**config.mk**
```make
export PLATFORM = sky130hd
export DESIGN_NAME = req_arbiter8
export DESIGN_NICKNAME = d
export VERILOG_FILES = /design/src/rtl/req_arbiter8.sv
export SDC_FILE = /design/constraint.sdc
export NUM_CORES = 1
export LEC_CHECK = 0
export ABC_CLOCK_PERIOD_IN_PS = 5500
export BUFFER_PORTS_ARGS = -buffer_cell sky130_fd_sc_hd__buf_2
export CAP_MARGIN = 40
export CORE_MARGIN = 1.5
export CORE_UTILIZATION = 45
export DETAILED_ROUTE_END_ITERATION = 16
export PLACE_DENSITY = 0.71
export SLEW_MARGIN = 5
export SYNTH_ARGS = -nofsm -noshare
export SYNTH_HDL_FRONTEND = slang
export SYNTH_SLANG_ARGS = --single-unit
```
**constraint.sdc**
```tcl
create_clock -name clk -period 5.5 [get_ports clk]
set_clock_uncertainty 0.2 [all_clocks]
set_input_delay 1.1 -clock clk [delete_from_list [all_inputs] [get_ports clk]]
set_output_delay 1.1 -clock clk [all_outputs]
set_load 0.01 [all_outputs]
```
**src/rtl/req_arbiter8.sv**
```systemverilog
// req_arbiter8: eight-requester arbiter with registered one-hot grants.
// A grant is held until its requester drops req or the hold watchdog
// revokes it. Fixed priority (index 7 highest) or round-robin, chosen
// per arbitration by rr_en. Every release/revoke is followed by one idle
// turnaround cycle before the next grant.
//
// Handshake: req[i] is a level request that the agent keeps high while it
// wants or uses the resource. gnt[i] rises exactly one clock after req is
// sampled in IDLE, stays high while req[i] stays high (other requests are
// ignored, no preemption), and falls on the edge where req[i] is sampled
// low or where the watchdog fires. timeout pulses for the one cycle after
// a forced revoke.
module req_arbiter8 #(
    parameter int MAX_HOLD = 16,
    parameter int HCW      = 5
) (
    input  logic       clk,
    input  logic       rst_n,
    input  logic [7:0] req,
    input  logic       rr_en,
    output logic [7:0] gnt,
    output logic [2:0] gnt_id,
    output logic       gnt_valid,
    output logic       timeout,
    output logic       dbg_state
);

    typedef enum logic {
        IDLE = 1'b0,
        BUSY = 1'b1
    } state_t;

    // With the watchdog disabled the counter simply parks at all-ones.
    localparam logic [HCW-1:0] CNT_TOP =
        (MAX_HOLD == 0) ? {HCW{1'b1}} : HCW'(MAX_HOLD);
    localparam bit TIMEOUT_ON = (MAX_HOLD != 0);

    state_t         state;
    logic [HCW-1:0] cnt;
    logic [2:0]     last_id;
    logic [2:0]     win;
    logic [2:0]     idx;

    assign dbg_state = state;

    // Winner selection: later loop iterations override earlier ones, so the
    // last match seen is the highest-priority requester.
    always_comb begin
        win = 3'd0;
        idx = 3'd0;
        if (rr_en) begin
            // Order last_id-1, last_id-2, ..., last_id: walk it backwards.
            for (int i = 8; i >= 1; i--) begin
                idx = last_id - 3'(i);
                if (req[idx]) win = idx;
            end
        end else begin
            for (int i = 0; i < 8; i++) begin
                if (req[i]) win = 3'(i);
            end
        end
    end

    // Grant FSM with registered outputs, hold counter and round-robin pointer.
    always_ff @(posedge clk or negedge rst_n) begin
        if (!rst_n) begin
            state     <= IDLE;
            gnt       <= 8'h00;
            gnt_id    <= 3'd0;
            gnt_valid <= 1'b0;
            timeout   <= 1'b0;
            cnt       <= '0;
            last_id   <= 3'd0;
        end else begin
            timeout <= 1'b0;
            case (state)
                IDLE: begin
                    if (|req) begin
                        gnt       <= 8'b1 << win;
                        gnt_id    <= win;
                        gnt_valid <= 1'b1;
                        last_id   <= win;
                        cnt       <= HCW'(1);
                        state     <= BUSY;
                    end
                end
                BUSY: begin
                    if (!req[gnt_id]) begin
                        // Normal release wins over a coincident timeout.
                        gnt       <= 8'h00;
                        gnt_valid <= 1'b0;
                        cnt       <= '0;
                        state     <= IDLE;
                    end else if (TIMEOUT_ON && cnt == CNT_TOP) begin
                        gnt       <= 8'h00;
                        gnt_valid <= 1'b0;
                        cnt       <= '0;
                        timeout   <= 1'b1;
                        state     <= IDLE;
                    end else if (cnt != CNT_TOP) begin
                        cnt <= cnt + HCW'(1);
                    end
                end
                default: state <= IDLE;
            endcase
        end
    end

endmodule

```
==> results.toml <==
[power_and_ir_drop]
power.switching_uw = 683
netSwitchingFraction = 0.497
peakVddDrop_mv = 0.320
power_leakage_nw = 0.894
pwr-share-seq = 0.171
internal_power_uw = 690
power_frac_clock = 0.070
power_density_nw_per_um2 = 673
finalPower_mw = 1.37
combPwrFrac = 0.759

[finish]
num_antenna_cells = 0
syn_to_final_growth_pct = 8.59
drive_gt1_frac = 0.236
fillers = 374
finalNonFillerCells = 266
final_core_util = 0.510
finalNetCount = 232

[timing]
rsz0062_at_grt = "false"
fmax_ghz = 0.267
tightest_slew_ns = 0.752
finalHoldViolCount = 0
relSlewSlack = 0.499
fin_crit_ns = 3.75
fin_crit_sh = 0.681
holdWs_ns = 0.273
fin_setup_tns_ns = 0
setup_viol = 0
slew_viol_final = 0

[floorplanning]
rows = 23
ios = 25
die_h_um = 67.6
die_x_um = 67.6
dieArea_um2 = 4570
core_um2 = 4000
initial_core_util = 0.470

[clock_tree]
clk_latency_ns = 0.25
clk_pin_slew_ns = 0.07
cts_made_buffers = 3
cts_hold_buffers = 0
post-cts-setup-buffer-count = 0
clk_path_buf_depth = 2
cts_tree = "built"
cts_htree_levels = 1
cts.sinks = 19
cts_root_buf = "clkbuf_8"
cts_resized = 0

[synthesis]
synth_edf_count = 0
ys_warn_count = 0
synthFlopType = "dfrtp_1"
ys_seq_area_frac = 0.253
synth_nets = 218
ys_ff_latch = 19
syn_area_um2 = 1880
synthArstFlopShare = 1.00
synth_cells = 203
ys_top_cells_by_area = "dfrtp_1, mux4_2, mux2i_1"
avgSynthCellArea_um2 = 9.26
synth_top_cell_area_share = 0.253
yosysUniqueCellTypes = 51
yosys.area.top_type = "dfrtp_1"

[worst_setup_path]
crit_path_start_kind = "register"
rrSetupSlack_ns = 1.75
cp-startpoint = "last_id[1]"
r2r-start = "last_id[1]"
cp-end-kind = "register"
worstSetupPathType = "register to register"
rr_endpoint = "gnt[3]"
crit_end = "gnt[3]"
reg2reg_depth = 10
crit_path_max_fanout = 24
arrival_ns = 3.74
worst_ep_required_time_ns = 5.49

[hold_path]
worst_hold_startpoint = "gnt[4]"
hp-class = "register to register"

[drt]
post_drt_via_cell_ratio = 6.10
drtIter0Drc = 65
routed_wl_um = 4240
drtAntennaViolNets = 0
remaining_drc_errors = 0
vias = 1622
wl_per_cell_um = 15.9
dr.pass1.iters = 4

[placement]
dp.cells = 262
gp_congestion = 0.810
hpwl_um = 3110
portBuffers = 24

[flow_run]
maxCapViolations = 0

[global_routing]
busiest_layer = "met2"
gr-total-overflow = 0
grtUsageMet2 = 0.326
gr-usage-met3 = 0.0467
antenna_found_initial = 0
grt_usage = 0.210
met1_usage = 0.309
grt_pass1_wl_um = 7430
grt_pass1_vias = 1520
grt_max_degree = 25

[outcome]
outcome = "completed"
## state kept, by name (all words and copies together) (netlist names)
name	cells
dbg_state	1
cnt	5
gnt	8
timeout	1
gnt_valid	1
last_id	3
## Yosys cell counts (all sizes together), types with 7 or more instances
cell type / instances
a21oi: 7
a31oi: 7
buf: 10
clkbuf: 7
dfrtp: 19
inv: 8
mux2i: 19
mux4: 12
nand2: 20
nor2: 15
o21ai: 12
## layer usage
layer  share of wire  up-vias
li1                -      794
met1            0.48      779
met2            0.47       49
met3           0.054        0
met4               0        0
met5               0        -
## metrics by stage
stage	cell area (µm²)	worst slack (ns)
final	2040	1.75
after global routing	2040	1.48
after CTS	2040	1.75
after detailed placement	1990	1.76
after global placement	1990	1.82
after floorplan	1880	2.09
## layout make-up
| cell class | instances | area, µm² | area share |
|---|---|---|---|
| clock buffers | 3 | 41.3 | 0.0202 |
| clock inverters | 1 | 5.00 | 0.00245 |
| inverters | 8 | 30.0 | 0.0147 |
| multi-input cells | 159 | 1290 | 0.633 |
| flip-flops and latches | 19 | 475 | 0.233 |
| well taps | 50 | 62.6 | 0.0307 |
| repair buffers | 26 | 135 | 0.0662 |
## power by group through the flow
stage / Clock (mW) / Sequential (mW) / Combinational [mW]
after floorplan: 0 / 0.237 / 0.833
after global placement: 0 / 0.237 / 1.02
after detailed placement: 0 / 0.237 / 1.03
after CTS: 0.0994 / 0.234 / 1.04
after global routing: 0.105 / 0.243 / 1.15
final: 0.0961 / 0.234 / 1.04
## worst min-delay path by stage
stage	to	slack [ns]	depth (start not counted)
3_5_place_dp	gnt[4]	0.26	2
3_3_place_gp	gnt_valid	0.26	2
2_1_floorplan	cnt[4]	0.29	2
5_1_grt	gnt[7]	0.30	1
6_report	gnt[4]	0.27	2
4_1_cts	gnt[4]	0.28	2
## critical path: stages (launching register included)
cell and delay (ns):
dfrtp_1 0.32, buf_4 0.29, inv_1 0.14, ha_1 0.65, mux4_2 0.62, mux2_4 0.32, or3_1 0.39, a31oi_2 0.17
nor3_1 0.10, nor3b_4 0.28, a32o_1 0.20
## cell usage in the layout (no fill, tap or decap), types with 3 or more instances in the layout
master,synthesis,routed
clkbuf_8,0,3
a31oi_1,6,6
mux2i_1,19,19
nand4_1,3,3
o211ai_1,3,3
mux2_2,3,3
ha_1,4,4
a21oi_1,7,7
nand3_1,5,5
buf_2,9,24
nor2_1,15,15
o31ai_1,5,5
mux4_2,12,12
and3_1,3,3
o21ai_0,5,5
inv_1,7,7
xor2_1,5,5
nand2_1,20,20
o21ai_1,7,7
a32o_1,5,5
dfrtp_1,19,19
## logic make-up after synthesis
logic type / share of synthesized area
mux: 0.271
buf+inv: 0.0599
flops: 0.253
compound gates: 0.176
xor+xnor: 0.0280
simple gates: 0.186
fa+ha+maj: 0.0266
Note: power is estimated with default switching activity, not from simulation.
